[src/rtl/onehot_encoder_8to3_if.sv]
// Request/index handshake bundle for onehot_encoder_8to3.
// slave  : encoder side (takes requests, produces indices)
// master : environment side (drives requests, consumes indices)
interface onehot_encoder_8to3_if #(
  parameter int IN_W   = 8,
  parameter int CODE_W = 3
);
  logic [IN_W-1:0]   in_vec;
  logic              in_valid;
  logic              in_ready;
  logic [CODE_W-1:0] out_code;
  logic              out_none;
  logic              out_multi;
  logic              out_valid;
  logic              out_ready;

  modport slave (
    input  in_vec, in_valid, out_ready,
    output in_ready, out_code, out_none, out_multi, out_valid
  );

  modport master (
    output in_vec, in_valid, out_ready,
    input  in_ready, out_code, out_none, out_multi, out_valid
  );
endinterface

[src/rtl/onehot_encoder_8to3.sv]
// Registered 8-to-3 MSB-priority encoder behind a 2-entry skid queue.
// Optional saturating error counter enabled by macro ONEHOT_ENC_ERR_CNT_EN;
// without it err_count is tied to 0 and err_clr is ignored.
//
// state | meaning
// EMPTY | no entry queued, out_valid=0
// ONE   | head entry valid in slot 0
// TWO   | slots 0 (head) and 1 full, in_ready=0
module onehot_encoder_8to3 #(
  parameter int IN_W   = 8,
  parameter int CODE_W = 3,
  parameter int CNT_W  = 8
) (
  input  logic               clk,
  input  logic               rst_n,
  onehot_encoder_8to3_if.slave bus,
  input  logic               err_clr,
  output logic [CNT_W-1:0]   err_count
);

  localparam logic [1:0] EMPTY = 2'd0;
  localparam logic [1:0] ONE   = 2'd1;
  localparam logic [1:0] TWO   = 2'd2;

  localparam int E_W   = CODE_W + 2;
  localparam int POP_W = $clog2(IN_W + 1);

  logic [1:0]        state;
  logic [E_W-1:0]    ent0;
  logic [E_W-1:0]    ent1;
  logic [E_W-1:0]    enc_ent;
  logic [CODE_W-1:0] enc_code;
  logic [POP_W-1:0]  enc_pop;
  logic              enc_none;
  logic              enc_multi;
  logic              push;
  logic              pop;

  assign bus.in_ready  = (state != TWO);
  assign bus.out_valid = (state != EMPTY);
  assign push = bus.in_valid & bus.in_ready;
  assign pop  = bus.out_valid & bus.out_ready;

  // Encode the incoming vector: highest set bit wins, count ones for multi-hot
  always_comb begin
    enc_code = '0;
    enc_pop  = '0;
    for (int i = 0; i < IN_W; i++) begin
      if (bus.in_vec[i]) begin
        enc_code = CODE_W'(i);
        enc_pop  = enc_pop + POP_W'(1);
      end
    end
    enc_none  = (bus.in_vec == '0);
    enc_multi = (enc_pop > POP_W'(1));
  end

  assign enc_ent = {enc_code, enc_none, enc_multi};

  // Occupancy FSM; slot 0 is always the head so outputs come straight from flops
  always_ff @(posedge clk or negedge rst_n) begin
    if (!rst_n) begin
      state <= EMPTY;
      ent0  <= '0;
      ent1  <= '0;
    end else begin
      case (state)
        EMPTY: begin
          if (push) begin
            ent0  <= enc_ent;
            state <= ONE;
          end
        end
        ONE: begin
          case ({push, pop})
            2'b10: begin
              ent1  <= enc_ent;
              state <= TWO;
            end
            2'b11: ent0  <= enc_ent;
            2'b01: state <= EMPTY;
            default: ;
          endcase
        end
        TWO: begin
          if (pop) begin
            ent0  <= ent1;
            state <= ONE;
          end
        end
        default: state <= EMPTY;
      endcase
    end
  end

  assign bus.out_code  = ent0[E_W-1:2];
  assign bus.out_none  = ent0[1];
  assign bus.out_multi = ent0[0];

`ifdef ONEHOT_ENC_ERR_CNT_EN
  logic [CNT_W-1:0] err_q;

  // Count zero/multi-hot requests when accepted; clear has priority, saturate at max
  always_ff @(posedge clk or negedge rst_n) begin
    if (!rst_n) begin
      err_q <= '0;
    end else if (err_clr) begin
      err_q <= '0;
    end else if (push && (enc_none || enc_multi) && (err_q != '1)) begin
      err_q <= err_q + CNT_W'(1);
    end
  end

  assign err_count = err_q;
`else
  logic unused_err_clr;

  assign unused_err_clr = err_clr;
  assign err_count      = '0;
`endif

endmodule

[src/flat_wrapper.sv]
// flat-port wrapper written by rule: the top's interface ports become plain ports
module onehot_encoder_8to3_flat 
#(
  parameter int IN_W   = 8,
  parameter int CODE_W = 3,
  parameter int CNT_W  = 8
)
  (clk, rst_n, err_clr, err_count, bus_in_vec, bus_in_valid, bus_out_ready, bus_in_ready, bus_out_code, bus_out_none, bus_out_multi, bus_out_valid);
  onehot_encoder_8to3_if #(.IN_W(IN_W), .CODE_W(CODE_W)) bus_i ();
  input  logic clk;
  input  logic rst_n;
  input  logic err_clr;
  output logic [CNT_W-1:0] err_count;
  input wire logic [$bits(bus_i.in_vec)-1:0] bus_in_vec;
  input wire logic [$bits(bus_i.in_valid)-1:0] bus_in_valid;
  input wire logic [$bits(bus_i.out_ready)-1:0] bus_out_ready;
  output wire logic [$bits(bus_i.in_ready)-1:0] bus_in_ready;
  output wire logic [$bits(bus_i.out_code)-1:0] bus_out_code;
  output wire logic [$bits(bus_i.out_none)-1:0] bus_out_none;
  output wire logic [$bits(bus_i.out_multi)-1:0] bus_out_multi;
  output wire logic [$bits(bus_i.out_valid)-1:0] bus_out_valid;
  assign bus_i.in_vec = bus_in_vec;
  assign bus_i.in_valid = bus_in_valid;
  assign bus_i.out_ready = bus_out_ready;
  assign bus_in_ready = bus_i.in_ready;
  assign bus_out_code = bus_i.out_code;
  assign bus_out_none = bus_i.out_none;
  assign bus_out_multi = bus_i.out_multi;
  assign bus_out_valid = bus_i.out_valid;
  onehot_encoder_8to3 #(.IN_W(IN_W), .CODE_W(CODE_W), .CNT_W(CNT_W)) u_core (.clk(clk), .rst_n(rst_n), .bus(bus_i), .err_clr(err_clr), .err_count(err_count));
endmodule
[config.mk]
export PLATFORM = sky130hd
export DESIGN_NAME = onehot_encoder_8to3_flat
export DESIGN_NICKNAME = d
export VERILOG_FILES = /design/src/rtl/onehot_encoder_8to3_if.sv /design/src/rtl/onehot_encoder_8to3.sv /design/src/flat_wrapper.sv
export SDC_FILE = /design/constraint.sdc
export NUM_CORES = 1
export LEC_CHECK = 0
export CAP_MARGIN = 20
export CORE_MARGIN = 8
export CORE_UTILIZATION = 55
export DETAILED_ROUTE_END_ITERATION = 10
export HOLD_SLACK_MARGIN = 0.05
export PLACE_DENSITY = 0.85
export SLEW_MARGIN = 40
export SYNTH_ARGS = -nofsm -noshare
export SYNTH_HDL_FRONTEND = slang
export SYNTH_SLANG_ARGS = --single-unit
[constraint.sdc]
create_clock -name clk -period 2.4 [get_ports clk]
set_clock_uncertainty 0.1 [all_clocks]
set_input_delay 0.24 -clock clk [delete_from_list [all_inputs] [get_ports clk]]
set_output_delay 0.24 -clock clk [all_outputs]
set_load 0.05 [all_outputs]
==> results.cfg <==
[clock_tree]
htreeDepth = 1
cts_tree = done
clkTransAtPathRegs_ns = 0.08
clockBufferDepth = 2
worstSkewPairLatency_ns = 0.28
cts_sinks = 12
clockRootBuffer = clkbuf_4
cts_made_buffers = 3

[synth]
synth_seq_cells = 12
syn_area_mm2 = 0.00135
ys_async_sr_fraction_pct = 100
syn_avg_cell_area_um2 = 8.07
yosys_warnings = 0
synth_top_area_share_pct = 22.3
synth_ff_type = dfrtp_1
synth_largest_area_cell = dfrtp_1
synth_area_leaders = dfrtp_1, ha_1, xnor2_1
ys_seq_area_share_pct = 22.3
ys_types = 43
synth_edf_count = 0
synth_cells = 167

[timing]
worst_pin_slew_ns = 0.645
post-route-period-util_pct = 135
hold_violations = 0
clock.fmax_ghz = 0.309
rsz0062_at_grt = yes
drv_slew = 0
setup_viol = 2
layout_min_cycle_time_ns = 3.24
timing.final.ws_setup_ns = -0.838
relSlewSlack_pct = 56.5

[grt]
antenna_found_initial = 0
overflow = 0
grt_pass1_vias = 1419
grt_max_degree = 16
grt_pass1_wl_um = 6230
track_usage_pct = 18.0

[finish]
diodes = 0
drive_gt1_share_pct = 38.0
final_util_pct = 86.5
final_cells = 251
final_common_cell = buf_4
fillers = 111
mostFrequentLayoutCells = buf_4, clkdlybuf4s50_1, a21oi_1, o21ai_0, dfrtp_1
area_growth_pct = 54.7
regArea_um2 = 300
multi_input_area_mm2 = 0.00115
nets = 244
finalInstanceArea_mm2 = 0.00208

[routing]
dr.pass1.iters = 4
drt_iter0_drc = 83
postRouteAntennaNets = 0
finalWirelength_um = 4500
viasPerCell = 5.86
wl_per_cell_um = 17.9
drc = 0
num_vias = 1471

[critical_path]
cp-end-kind = register
critPathKind = input port to register
cp_data_required_time_ns = 2.45
arrival_ns = 3.29
crit_path_start_kind = input port
crit_fanout = 4

[placed_design]
dpl_worst_slack_ns = -1.56
hpwlAfterDp_um = 2730
place_inst = 243
portBuffers = 18
gp_congestion = 0.812
dpl_cell_area_mm2 = 0.00186

[job]
max-cap-violations = 0

[power]
leakagePower_nw = 0.905
p_int_mw = 0.844
p_sw_mw = 0.680
clkPwrFrac_pct = 10.9
comb_power_share_pct = 70.4
netSwitchingFraction_pct = 44.6
seq_power_share_pct = 18.7
pwr_density_cell_mw_per_mm2 = 731
irDropWorstVdd_mv = 0.620

[outcome]
violations = setup timing
outcome = complete, but fails checks

[floorplan]
die_y_um = 65.5
coreArea_mm2 = 0.00241
die_x_um = 65.5
start_util_pct = 55.9
dieArea_mm2 = 0.00429
std_cell_rows = 18
pin_count = 28

[min_path]
hp-class = input port to asynchronous set/reset pin
## critical path, stage by stage
cell     delay, ns
buf_12        0.09
inv_12        0.03
ha_4          0.30
xor2_4        0.19
ha_4          0.23
xnor2_2       0.13
a21oi_2       0.16
xnor2_2       0.09
mux2_4        0.27
ha_4          0.29
inv_2         0.04
buf_4         0.13
nor3_1        0.23
o22ai_1       0.15
o22ai_1       0.31
a21oi_2       0.08
xnor2_2       0.20
a31oi_1       0.12
## power groups by stage
stage               Combinational (mW)  Clock [mW]  Sequential (mW)
floorplan                        0.494           0            0.364
global placement                 0.811           0            0.283
detailed placement               0.848           0            0.286
CTS                              0.889       0.166            0.282
global route                      1.14       0.175            0.290
finish                            1.07       0.167            0.285
## registers in the layout, summed over array words and instances, names as in the netlist
signal        cells
u_core.ent0       5
u_core.state      2
u_core.ent1       5
## path summary, 6_finish.rpt
kind / start / end / slack [ns] / depth (start not counted)
max: bus_in_vec[0] / u_core.ent1[0]$_DFFE_PN0P_ / -0.84 / 18
min: rst_n / u_core.ent0[1]$_DFFE_PN0P_ / 0.21 / 1
max reg2reg: u_core.state[1]$_DFFE_PN0P_ / u_core.ent0[2]$_DFFE_PN0P_ / 0.66 / 5
min reg2reg: u_core.ent0[1]$_DFFE_PN0P_ / u_core.ent0[1]$_DFFE_PN0P_ / 0.39 / 2
max in group asynchronous: rst_n / u_core.ent0[3]$_DFFE_PN0P_ / 1.63 / 1
min in group clk: u_core.ent0[1]$_DFFE_PN0P_ / u_core.ent0[1]$_DFFE_PN0P_ / 0.39 / 2
## Yosys cell counts (3+ instances only)
library cell and number:
dfrtp_1 12, a21oi_1 16, inv_1 9, nand3_1 5
mux2i_1 3, o21ai_0 13, ha_1 9, o22ai_1 3
nor2_1 11, xor2_1 4, a31oi_1 3, clkbuf_8 5
nand2b_1 5, xnor2_1 12, nand2_1 15, buf_4 8
nor3_1 4
## layout make-up
class | instances | area share, %
Multi-Input combinational cell | 137 | 55.3
Timing Repair Buffer | 58 | 24.0
Sequential cell | 12 | 14.4
Inverter | 10 | 2.76
Tap cell | 30 | 1.80
Clock buffer | 4 | 1.74
## stage by stage
step | total power [mW] | TNS (ns) | hold WS (ns)
finish | 1.52 | -1.67 | 0.210
global route | 1.61 | -1.92 | 0.248
CTS | 1.34 | -1.62 | 0.228
detailed placement | 1.13 | -3.12 | 0.379
global placement | 1.09 | -2.91 | 0.364
floorplan | 0.858 | -1.59 | -0.156
## per-layer routing
metal  wire length [um]  vias to the layer above  global-route usage (%)
li1                   -                      673                       -
met1               1660                      682                    18.9
met2               2310                       88                    34.7
met3                326                       28                    4.42
met4                206                        0                    4.09
met5                  0                        -                       0
## cells by family after synthesis
| logic type | Yosys count | share of synthesized area (%) |
|---|---|---|
| multiplexers | 5 | 3.90 |
| AND/OR/NAND/NOR | 49 | 17.4 |
| adder cells (fa/ha/maj) | 9 | 8.36 |
| AO/OA/AOI/OAI | 48 | 21.4 |
| flip-flops | 12 | 22.3 |
| buffers and inverters | 25 | 13.0 |
| XOR/XNOR | 18 | 13.4 |
| other | 1 | 0.278 |
## repair_timing
item	in CTS	in global routing
hold buffers	0	0
endpoints found under the setup margin	2	3
gates resized for setup	16	28
cloned	0	0
pin swaps	17	21
buffers inserted	3	2
Power figures use the tool's default switching activity.
